<file path="src/rtl/axi_io_pmp_wr_guard.sv">
// axi_io_pmp_wr_guard: IO-PMP write enforcement; allowed bursts pass to the master,
// denied bursts are drained locally and answered with a SLVERR B.
package axi_io_pmp_wr_guard_pkg;
   typedef struct packed {
      logic [7:0]  id;
      logic [63:0] addr;
      logic [7:0]  len;
      logic [2:0]  size;
      logic [1:0]  burst;
      logic [3:0]  cache;
      logic [2:0]  prot;
      logic [0:0]  user;
   } ax_chan_t;
   typedef struct packed {
      logic [63:0] data;
      logic [7:0]  strb;
      logic        last;
      logic [0:0]  user;
   } w_chan_t;
   typedef struct packed {
      logic [7:0] id;
      logic [1:0] resp;
      logic [0:0] user;
   } b_chan_t;
   typedef struct packed {
      logic [7:0]  id;
      logic [63:0] data;
      logic [1:0]  resp;
      logic        last;
      logic [0:0]  user;
   } r_chan_t;
   typedef struct packed {
      ax_chan_t aw;
      logic     aw_valid;
      w_chan_t  w;
      logic     w_valid;
      logic     b_ready;
      ax_chan_t ar;
      logic     ar_valid;
      logic     r_ready;
   } req_t;
   typedef struct packed {
      logic    aw_ready;
      logic    ar_ready;
      logic    w_ready;
      logic    b_valid;
      b_chan_t b;
      logic    r_valid;
      r_chan_t r;
   } rsp_t;
endpackage

module axi_io_pmp_wr_guard #(
   parameter int  ADDR_WIDTH = 64,
   parameter int  DATA_WIDTH = 64,
   parameter int  ID_WIDTH   = 8,
   parameter int  CNT_WIDTH  = 32,
   parameter type axi_req_t  = axi_io_pmp_wr_guard_pkg::req_t,
   parameter type axi_rsp_t  = axi_io_pmp_wr_guard_pkg::rsp_t
) (
   input  logic                 clk_i,
   input  logic                 rst_ni,
   input  axi_req_t             slv_req_i,
   output axi_rsp_t             slv_resp_o,
   output axi_req_t             mst_req_o,
   input  axi_rsp_t             mst_resp_i,
   input  logic                 pmp_allow_i,
   output logic                 deny_o,
   output logic [CNT_WIDTH-1:0] deny_cnt_o
);
   typedef enum logic [2:0] {IDLE, FWD_W, WAIT_B, DRAIN, ERR_B} state_e;

   if ($bits(slv_req_i.aw.addr) != ADDR_WIDTH || $bits(slv_req_i.w.data) != DATA_WIDTH ||
       $bits(slv_req_i.aw.id) != ID_WIDTH) begin : g_width_err
      $error("axi_io_pmp_wr_guard: AXI struct widths disagree with parameters");
   end

   state_e               state_q;
   logic                 deny_q;
   logic [CNT_WIDTH-1:0] cnt_q, cnt_d;
   logic [7:0]           beat_q, len_q;
   logic [ID_WIDTH-1:0]  id_q;
   logic                 idle, err_b, aw_hs, w_hs, b_hs;

   assign idle  = state_q == IDLE;
   assign err_b = state_q == ERR_B;
   assign cnt_d = &cnt_q ? cnt_q : cnt_q + CNT_WIDTH'(1);
   assign aw_hs = slv_req_i.aw_valid & slv_resp_o.aw_ready;
   assign w_hs  = slv_req_i.w_valid & slv_resp_o.w_ready;
   assign b_hs  = slv_resp_o.b_valid & slv_req_i.b_ready;
   assign deny_o     = deny_q;
   assign deny_cnt_o = cnt_q;

   // Read channels and all payloads pass straight through; only write handshakes are steered.
   always_comb begin
      mst_req_o          = slv_req_i;
      mst_req_o.aw_valid = idle & slv_req_i.aw_valid & pmp_allow_i;
      mst_req_o.w_valid  = (state_q == FWD_W) & slv_req_i.w_valid;
      mst_req_o.b_ready  = (state_q == WAIT_B) & slv_req_i.b_ready;
      slv_resp_o          = mst_resp_i;
      slv_resp_o.aw_ready = idle & slv_req_i.aw_valid & (pmp_allow_i ? mst_resp_i.aw_ready : 1'b1);
      slv_resp_o.w_ready  = (state_q == FWD_W) ? mst_resp_i.w_ready : state_q == DRAIN;
      slv_resp_o.b_valid  = (state_q == WAIT_B) ? mst_resp_i.b_valid : err_b;
      slv_resp_o.b.id     = err_b ? id_q : mst_resp_i.b.id;
      slv_resp_o.b.resp   = err_b ? 2'b10 : mst_resp_i.b.resp;
      slv_resp_o.b.user   = err_b ? '0 : mst_resp_i.b.user;
   end

   always_ff @(posedge clk_i) begin
      if (!rst_ni) begin
         state_q <= IDLE;
         deny_q  <= 1'b0;
         cnt_q   <= '0;
         beat_q  <= '0;
         len_q   <= '0;
         id_q    <= '0;
      end else begin
         deny_q <= 1'b0;
         case (state_q)
            IDLE: if (aw_hs) begin
               if (pmp_allow_i) state_q <= FWD_W;
               else begin
                  state_q <= DRAIN;
                  id_q    <= slv_req_i.aw.id;
                  len_q   <= slv_req_i.aw.len;
                  beat_q  <= '0;
                  deny_q  <= 1'b1;
                  cnt_q   <= cnt_d;
               end
            end
            FWD_W:  if (w_hs && slv_req_i.w.last) state_q <= WAIT_B;
            WAIT_B: if (b_hs) state_q <= IDLE;
            // Drain by beat count, not w.last, so a malformed burst cannot wedge the guard.
            DRAIN: if (w_hs) begin
               beat_q <= beat_q + 8'd1;
               if (beat_q == len_q) state_q <= ERR_B;
            end
            ERR_B:   if (b_hs) state_q <= IDLE;
            default: state_q <= IDLE;
         endcase
      end
   end
endmodule

</file>
<file path="config.mk">
export PLATFORM = sky130hd
export DESIGN_NAME = axi_io_pmp_wr_guard
export DESIGN_NICKNAME = d
export VERILOG_FILES = /design/src/rtl/axi_io_pmp_wr_guard.sv
export SDC_FILE = /design/constraint.sdc
export NUM_CORES = 1
export LEC_CHECK = 0
export ABC_AREA = 1
export BUFFER_PORTS_ARGS = -buffer_cell sky130_fd_sc_hd__buf_2
export CAP_MARGIN = 0
export CORE_AREA = 5 5 286 288
export CTS_BUF_LIST = sky130_fd_sc_hd__clkbuf_16
export CTS_CLUSTER_DIAMETER = 100
export DETAILED_ROUTE_END_ITERATION = 7
export DIE_AREA = 0 0 291 293
export HOLD_SLACK_MARGIN = 0.15
export SETUP_SLACK_MARGIN = 0.15
export SYNTH_ARGS = -nofsm -noshare
export SYNTH_HDL_FRONTEND = slang
export SYNTH_SLANG_ARGS = --single-unit
</file>
<file path="constraint.sdc">
create_clock -name clk_i -period 3.65 [get_ports clk_i]
set_input_delay 0.5475 -clock clk_i [delete_from_list [all_inputs] [get_ports clk_i]]
set_output_delay 0.5475 -clock clk_i [all_outputs]
set_load 0.05 [all_outputs]
</file>
Yosys cells after proc, flatten, opt, wreduce, memory -nomap -nowiden
Cells that the tools add are included.
- flip-flop bits (word level): 60
- bits in latches: 0
- RAM bits: 0
- memory bits (read-only): 0
- input bits: 360
- output and inout bits: 390
- word-level logic and storage cells: 57
- memories: 0
- add/subtract/negate cells: 2
- multipliers: 0
- div/mod/pow operators: 0
- $lt $le $gt $ge: 0
- equality and inequality tests: 11
- shift-type cells: 0
- muxes and demuxes: 18
- bitwise gates (word level): 10
- reductions and logical operators: 10
- operator list (kind ; number):
    $add 32x1->32 const B ; 1
    $mux 8 ; 4
    $reduce_and 32->1 ; 1
    $pmux 8 s2 ; 1
    $mux 3 ; 5
    $pmux 3 s4 ; 1
    $add 8x1->8 const B ; 1
    $and 1x1->1 ; 8
    $eq 8x8->1 ; 1
    $ne 2x1->1 const B ; 4
    $reduce_and 4->1 ; 2
    $eq 3x2->1 const B ; 2
    $reduce_and 3->1 ; 2
    $mux 1 ; 5
    $reduce_and 5->1 ; 1
    $mux 2 ; 2
    $ne 2x2->1 const B ; 2
    $eq 3x1->1 const B ; 1
    $eq 3x3->1 const B ; 1
    $logic_not 3->1 ; 1
    $not 1->1 ; 2
    $reduce_bool 2->1 ; 1
    $reduce_or 2->1 ; 1
    $logic_and 1x1->1 ; 1

Longest topological paths before layout
Gate-level depths: netlist (run 1).
- depth after elaboration: 6
- depth in mapped cells: 13
- mapped depth without buffers: 12

Least setup slack after synthesis (run 1)
Ideal clock, no wire load.
- path type: register to output
- from: register state_q[1]
- to: output port slv_resp_o[80] (netlist name)
- data arrival time: 1881 ps
- data required time: 3102 ps
- path slack: 1221 ps
- cell stages (with the launch flop): 5
- path buffers: 1
- cell sequence: dfxtp_1 -> nor2_1 -> nand2_2 -> clkbuf_1 -> o21ai_0
- RTL lines (element ; line ; text):
    start, declared ; 78 ; state_e state_q;
    start signal, assigned ; 111 ; state_q <= IDLE;
    start signal, assigned ; 121 ; if (pmp_allow_i) state_q <= FWD_W;
    start signal, assigned ; 123 ; state_q <= DRAIN;
    end, declared ; 64 ; output axi_rsp_t slv_resp_o,

Worst setup path after layout (run 1)
- from: register cnt_q[0], in the netlist deny_cnt_o[0]
- to: register cnt_q[19], in the netlist deny_cnt_o[19]
- longest elaborated chain between the ends: 3
- elaborated cells on any way between the ends: 4
- those cells by class: add/sub (1); bitwise (1); reduce/logical (2)
- RTL lines (element ; line ; text):
    start, declared ; 80 ; logic [CNT_WIDTH-1:0] cnt_q, cnt_d;
    start signal, assigned ; 128 ; cnt_q <= cnt_d;
    branches (longest 3 deep; another with $add 32x1->32) ; -- ;
Several ways; the timed one is not identified.
A chain may end at the register's enable or synchronous reset.

==> results of run 1 <==
-- cell families after synthesis --
group / after synthesis / synth area share (%)
xor+xnor: 18 / 2.60
compound gates: 80 / 6.70
fa+ha+maj: 2 / 0.413
flops: 60 / 19.8
buf+inv: 423 / 47.7
simple gates: 324 / 22.8
-- registers in the layout, indices dropped and copies added (netlist names) --
| register | cells |
|---|---|
| state_q | 3 |
| beat_q | 8 |
| deny_cnt_o | 32 |
| deny_o | 1 |
| id_q | 8 |
| len_q | 8 |
-- metrics by stage --
step | total power, W | utilization, %
after global placement | 0.00148 | 6.69
after global routing | 0.00262 | 7.12
after detailed placement | 0.00149 | 6.69
after floorplan | 0.00225 | -
after CTS | 0.00253 | 7.12
final | 0.00247 | 7.13
-- synth_stat cells --
master,instances,area share (%)
a21boi_0,1,0.12
a21oi_1,42,3.5
buf_1,1,0.062
buf_2,2,0.17
buf_4,343,43
buf_6,1,0.19
clkbuf_1,8,0.50
dfxtp_1,60,20
ha_1,2,0.41
inv_1,66,4.1
inv_2,2,0.12
nand2_1,184,11
nand2_2,4,0.41
nand2_4,1,0.19
nand3_1,23,1.9
nand3_2,2,0.33
nand3b_1,7,0.87
nand4_1,2,0.21
nor2_1,85,5.3
nor2_2,2,0.21
nor2_4,5,0.93
nor3_1,6,0.50
nor3_2,1,0.17
nor3_4,1,0.27
o211ai_1,1,0.12
o21ai_0,33,2.7
o21ai_1,3,0.25
or2_2,1,0.10
xnor2_1,10,1.4
xor2_1,8,1.2
-- worst max-delay path, stage by stage, from the launching register on --
cell     delay, ns
dfxtp_1       0.37
ha_1          0.21
inv_1         0.09
nor2_4        0.18
nand2_4       0.09
nor2_4        0.14
nand3_2       0.11
nand2_2       0.47
inv_2         0.39
nand2_1       0.16
nand2_1       0.07
nand2_1       0.06
nor2_1        0.04
-- power by group through the flow --
stage	combinational, W	sequential [W]	clock [W]
after global placement	0.000721	0.000764	0
after global routing	0.000781	0.000759	0.00108
after CTS	0.000727	0.000752	0.00105
after detailed placement	0.000725	0.000766	0
after floorplan	0.00147	0.000781	0
final	0.000706	0.000752	0.00101
-- area by class of cell --
class                      count  area (µm²)
fill                        9367       73000
multi-input combinational    424        1970
tap                         1050        1310
sequential                    60        1200
timing repair buffer         104         523
inverter                      68         255
clock buffer                   9         225
clock inverter                 7         115
antenna                        2        5.00
-- routing by layer --
layer | part of all wire [%] | vias to the layer above
met4 | 4.5 | 4
li1 | - | 1968
met2 | 43 | 463
met3 | 26 | 127
met5 | 0.29 | -
met1 | 26 | 1802
-- path summary, 6_finish.rpt --
kind	startpoint	end	slack, ns	cells past startpoint
max	deny_cnt_o[0]	deny_cnt_o[19]	1.14	12
min	slv_req_i[188]	len_q[3]	0.45	3
max reg2reg	deny_cnt_o[0]	deny_cnt_o[19]	1.14	12
min reg2reg	id_q[7]	id_q[7]	0.46	2
==> load_flow_metrics.sql, run 1 <==
INSERT INTO impl_metrics (metric_group, metric, value, unit) VALUES
('status', 'result_of_the_run', 'completed', ''),
('synthesis', 'netlist-cell-type-count', '30', ''),
('floorplanning', 'initial_utilization', '7.70', '%'),
('clock_tree', 'clockBufferDepth', '2', ''),
('global_route', 'global_route.peak_usage_layer', 'met2', ''),
('timing', 'final.period_utilization', '68.8', '%'),
('layout', 'nets', '1029', ''),
('timing', 'finalSetupViolCount', '0', ''),
('layout', 'final_common_cell', 'nand2_1', ''),
('clock_tree', 'post-cts-setup-buffer-count', '0', ''),
('clock_tree', 'holdBufCountCts', '0', ''),
('clock_tree', 'cts_num_sinks', '60', ''),
('timing', 'finalWorstPathRequiredPeriod', '2.51', 'ns'),
('synthesis', 'ys_warn_count', '0', ''),
('clock_tree', 'cts_root_buf', 'clkbuf_16', ''),
('global_route', 'grt_first_pass_wirelength', '40400', 'µm'),
('timing', 'finalMaxSlewViolations', '0', ''),
('timing', 'tightestPinTransition', '0.852', 'ns'),
('route', 'route.antenna.remaining_nets', '0', ''),
('pwr', 'total_internal_power', '0.00154', 'W'),
('job', 'max_cap_violations', '0', ''),
('layout', 'most-common-layout-cells', 'nand2_1, buf_2, nor2_1', ''),
('floorplanning', 'core_area', '0.0786', 'mm²'),
('global_route', 'global_route_congestion_overflow_total', '0', ''),
('timing', 'setup_slack', '1.14', 'ns'),
('clock_tree', 'cts.reportedPaths.clkPinSlew', '0.06', 'ns'),
('route', 'drtPass1Iterations', '4', ''),
('layout', 'post_route_cells_drive_above_1_share', '20.5', '%'),
('pwr', 'vdd.ir_drop.worst', '0.000205', 'V'),
('place', 'dpl.hpwl', '28200', 'µm'),
('floorplanning', 'dieHeight', '293', 'µm'),
('clock_tree', 'cts_h_tree_depth', '3', ''),
('place', 'placed_cells_incl_taps', '1706', ''),
('floorplanning', 'i_o_pins', '750', ''),
('timing', 'fin_worst_hold_slack', '0.450', 'ns'),
('route', 'drt-vias-per-instance', '2.53', ''),
('global_route', 'pin_count_of_the_biggest_net_entering_global_routing', '32', ''),
('place', 'gp_congestion', '0.809', ''),
('synthesis', 'syn_area', '0.00605', 'mm²'),
('worst_setup_path', 'end_kind', 'register', ''),
('worst_setup_path', 'cp_data_required_time', '3.86', 'ns'),
('clock_tree', 'cts_resized', '0', ''),
('synthesis', 'synth-seq-area-share', '19.8', '%'),
('global_route', 'use_met3', '9.10', '%'),
('pwr', 'pwr_density_cell', '441', 'mW/mm²'),
('synthesis', 'synthesized_nets', '1269', ''),
('route', 'drt_iter0_markers', '153', ''),
('synthesis', 'synthCells', '907', ''),
('global_route', 'grt.total_usage', '7.10', '%'),
('place', 'io_buffers', '103', ''),
('timing', 'slew-limit-headroom', '43.1', '%'),
('global_route', 'grt_antenna_before_repair', '1', ''),
('pwr', 'p_seq_share', '30.4', '%'),
('pwr', 'cellLeakagePower', '1.99', 'nW'),
('floorplanning', 'die_area', '0.0853', 'mm²'),
('global_route', 'grt_util_met1', '5.34', '%'),
('worst_setup_path', 'cp_max_fo', '31', ''),
('route', 'drt_drc_violations_left', '0', ''),
('route', 'via_count', '4364', ''),
('worst_setup_path', 'worst_ep_arrival_time', '2.73', 'ns'),
('clock_tree', 'clk_latency', '0.35', 'ns'),
('layout', 'fin_area', '0.00560', 'mm²'),
('clock_tree', 'cts_inserted_buffers', '9', ''),
('layout', 'area.growth.synth_to_final', '-7.40', '%'),
('floorplanning', 'rows', '103', ''),
('global_route', 'number_of_global_route_vias_before_repair', '4277', ''),
('route', 'drt-wirelength-per-cell', '18.5', 'µm'),
('clock_tree', 'cts_tree', 'built', ''),
('hold_path', 'hold_path.class', 'primary input to register', ''),
('global_route', 'grtUsageMet2', '10.5', '%'),
('place', 'place_worst_setup_slack', '1.13', 'ns');
(Power assumes the default switching activity.)
==> run 2, diff against run 1 <==
--- a/config.mk
+++ b/config.mk
@@ -8,11 +8,11 @@
 export ABC_AREA = 1
 export BUFFER_PORTS_ARGS = -buffer_cell sky130_fd_sc_hd__buf_2
 export CAP_MARGIN = 0
-export CORE_AREA = 5 5 286 288
+export CORE_AREA = 5 5 287 289
 export CTS_BUF_LIST = sky130_fd_sc_hd__clkbuf_16
 export CTS_CLUSTER_DIAMETER = 100
 export DETAILED_ROUTE_END_ITERATION = 7
-export DIE_AREA = 0 0 291 293
+export DIE_AREA = 0 0 292 294
 export HOLD_SLACK_MARGIN = 0.15
 export SETUP_SLACK_MARGIN = 0.15
 export SYNTH_ARGS = -nofsm -noshare
==> constraint.sdc (replaced) <==
create_clock -name clk_i -period 2.1 [get_ports clk_i]
set_input_delay 0.315 -clock clk_i [delete_from_list [all_inputs] [get_ports clk_i]]
set_output_delay 0.315 -clock clk_i [all_outputs]
set_load 0.05 [all_outputs]
==> run 2 against run 1 <==
Compared with the run above: hold slack worse by 0.26 ns; die area is 0.69% higher; highest routed layer is now met4; via count is 3.4% higher; clock power is 48% higher; utilization is 0.21 points higher; clock skew is 0.00076 ns lower; sequential power is 78% higher.
==> load_flow_metrics.sql, run 2 (synthesis gave the netlist of run 1 again) <==
INSERT INTO impl_metrics (metric_group, metric, value, unit) VALUES
('status', 'result_of_the_run', 'completed', ''),
('clock_tree', 'cts_root_buf', 'clkbuf_16', ''),
('floorplanning', 'core_area', '0.0796', 'mm²'),
('floorplanning', 'dieWidth', '292', 'µm'),
('place', 'gp_congestion', '0.831', ''),
('clock_tree', 'holdBufCountCts', '0', ''),
('timing', 'tightestPinTransition', '0.632', 'ns'),
('global_route', 'grt_antenna_before_repair', '1', ''),
('route', 'drtPass1Iterations', '5', ''),
('layout', 'largest_register_ff_count', '32', ''),
('layout', 'nets', '1051', ''),
('pwr', 'pwr_density_cell', '729', 'mW/mm²'),
('pwr', 'cellLeakagePower', '2.11', 'nW'),
('global_route', 'global_route_congestion_overflow_total', '0', ''),
('route', 'drt-wirelength-per-cell', '17.8', 'µm'),
('clock_tree', 'cts_tree', 'built', ''),
('clock_tree', 'clk_latency', '0.37', 'ns'),
('global_route', 'grt.total_usage', '6.78', '%'),
('pwr', 'post-layout-total-power', '0.00426', 'W'),
('clock_tree', 'cts.reportedPaths.clkPinSlew', '0.05', 'ns'),
('place', 'place_area', '0.00539', 'mm²'),
('job', 'max_cap_violations', '0', ''),
('pwr', 'vdd.ir_drop.worst', '0.000760', 'V'),
('hold_path', 'hold_path.class', 'primary input to register', ''),
('timing', 'final.period_utilization', '89.1', '%'),
('worst_setup_path', 'end_kind', 'output pin', ''),
('global_route', 'grt_first_pass_wirelength', '38600', 'µm'),
('timing', 'finalWorstPathRequiredPeriod', '1.87', 'ns'),
('timing', 'final.setup.tns', '0', 'ns'),
('timing', 'rsz0062_at_grt', 'true', ''),
('floorplanning', 'i_o_pins', '750', ''),
('worst_setup_path', 'critical_setup_path_class', 'register to output pin', ''),
('timing', 'finalSetupViolCount', '0', ''),
('layout', 'area.growth.synth_to_final', '-3.49', '%'),
('worst_setup_path', 'worst_ep_arrival_time', '1.56', 'ns'),
('timing', 'hold_violations', '0', ''),
('layout', 'layout.cells.non_filler', '1755', ''),
('timing', 'finalMaxSlewViolations', '0', ''),
('worst_setup_path', 'cp_max_fo', '6', ''),
('route', 'via_count', '4512', ''),
('place', 'dpl.hpwl', '26800', 'µm'),
('floorplanning', 'dieHeight', '294', 'µm'),
('timing', 'clock-skew-final', '0.0106', 'ns'),
('route', 'route.antenna.remaining_nets', '0', ''),
('worst_setup_path', 'cp_data_required_time', '1.78', 'ns'),
('route', 'drt_drc_violations_left', '0', ''),
('clock_tree', 'cts_inserted_buffers', '9', ''),
('clock_tree', 'cts_num_sinks', '60', ''),
('route', 'drt-vias-per-instance', '2.57', ''),
('global_route', 'number_of_global_route_vias_before_repair', '4272', ''),
('layout', 'final_common_cell', 'nand2_1', ''),
('timing', 'slew-limit-headroom', '57.8', '%'),
('place', 'placed_cells_incl_taps', '1730', ''),
('floorplanning', 'die_area', '0.0858', 'mm²'),
('global_route', 'pin_count_of_the_biggest_net_entering_global_routing', '31', ''),
('worst_setup_path', 'ff2ff_setup_slack', '0.29', 'ns'),
('timing', 'clock.fmax', '534', 'MHz'),
('layout', 'post_route_cells_drive_above_1_share', '23.9', '%'),
('clock_tree', 'cts_h_tree_depth', '3', ''),
('layout', 'fin_area', '0.00584', 'mm²'),
('clock_tree', 'clockBufferDepth', '2', ''),
('layout', 'most-common-layout-cells', 'nand2_1, buf_2, nor2_1', ''),
('floorplanning', 'initial_utilization', '7.60', '%'),
('worst_setup_path', 'crit_path_start_kind', 'register', ''),
('floorplanning', 'rows', '104', ''),
('place', 'io_buffers', '103', ''),
('route', 'routed_wl', '31300', 'µm'),
('route', 'drt_iter0_markers', '139', '');
==> run 2: changes by cell type in the layout (fill, tap and decap cells not counted), moves of 3 or more <==
| cell | before | now |
|---|---|---|
| buf_2 | 103 | 90 |
| buf_4 | 1 | 24 |
| clkbuf_4 | 0 | 3 |
| o21ai_1 | 3 | 6 |
| o21ai_0 | 33 | 29 |
| buf_12 | 0 | 3 |
| buf_6 | 0 | 5 |
| dfxtp_2 | 0 | 3 |
| dfxtp_1 | 60 | 55 |
==> run 2: metal layers <==
metal	vias up	share of wire (%)	global-route usage, %
li1	2015	-	-
met1	1883	25	4.61
met2	466	44	10.3
met3	148	25	8.21
met4	0	6.7	4.43
met5	-	0	0
==> run 2: path summary, 6_finish.rpt <==
| kind | start | to | cells past startpoint |
|---|---|---|---|
| worst max-delay path | state_q[1] | slv_resp_o[83] | 5 |
| worst min-delay path | slv_req_i[192] | len_q[7] | 3 |
| worst max register to register | deny_cnt_o[12] | deny_cnt_o[17] | 12 |
| worst min register to register | id_q[0] | id_q[0] | 2 |
==> run 2: report_power, final <==
part           leakage (nW)  switching (W)  internal (W)
Clock                 0.141       0.000595      0.000899
Combinational          1.48       0.000988      0.000439
Sequential            0.489      0.0000892       0.00125
==> run 2: area by class of cell <==
cell class	count	area, µm²
clock inverter	7	58.8
sequential	60	1210
antenna	1	2.50
inverter	68	255
fill	9469	73800
tap	1060	1330
clock buffer	9	225
multi-input combinational	425	1990
timing repair buffer	125	769
==> run 2: through the flow <==
stage	utilization [%]	hold WS, ns	setup slack, ns
floorplan	-	0.425	-0.0964
global placement	6.77	0.437	0.247
detailed placement	6.77	0.444	0.218
CTS	7.20	0.163	0.137
global route	7.33	0.194	0.126
finish	7.33	0.194	0.228
==> run 2: what timing repair did <==
item	in CTS	in global routing
resized for setup	10	29
setup endpoints to repair	14	23
pin swaps	1	5
cloned	0	1
buffers inserted	3	4
==> run 2: critical path: stages, from the launching register on <==
cell,delay (ns)
dfxtp_4,0.37
nor2_4,0.18
nand2_4,0.12
buf_4,0.16
o21ai_0,0.14
buf_4,0.22
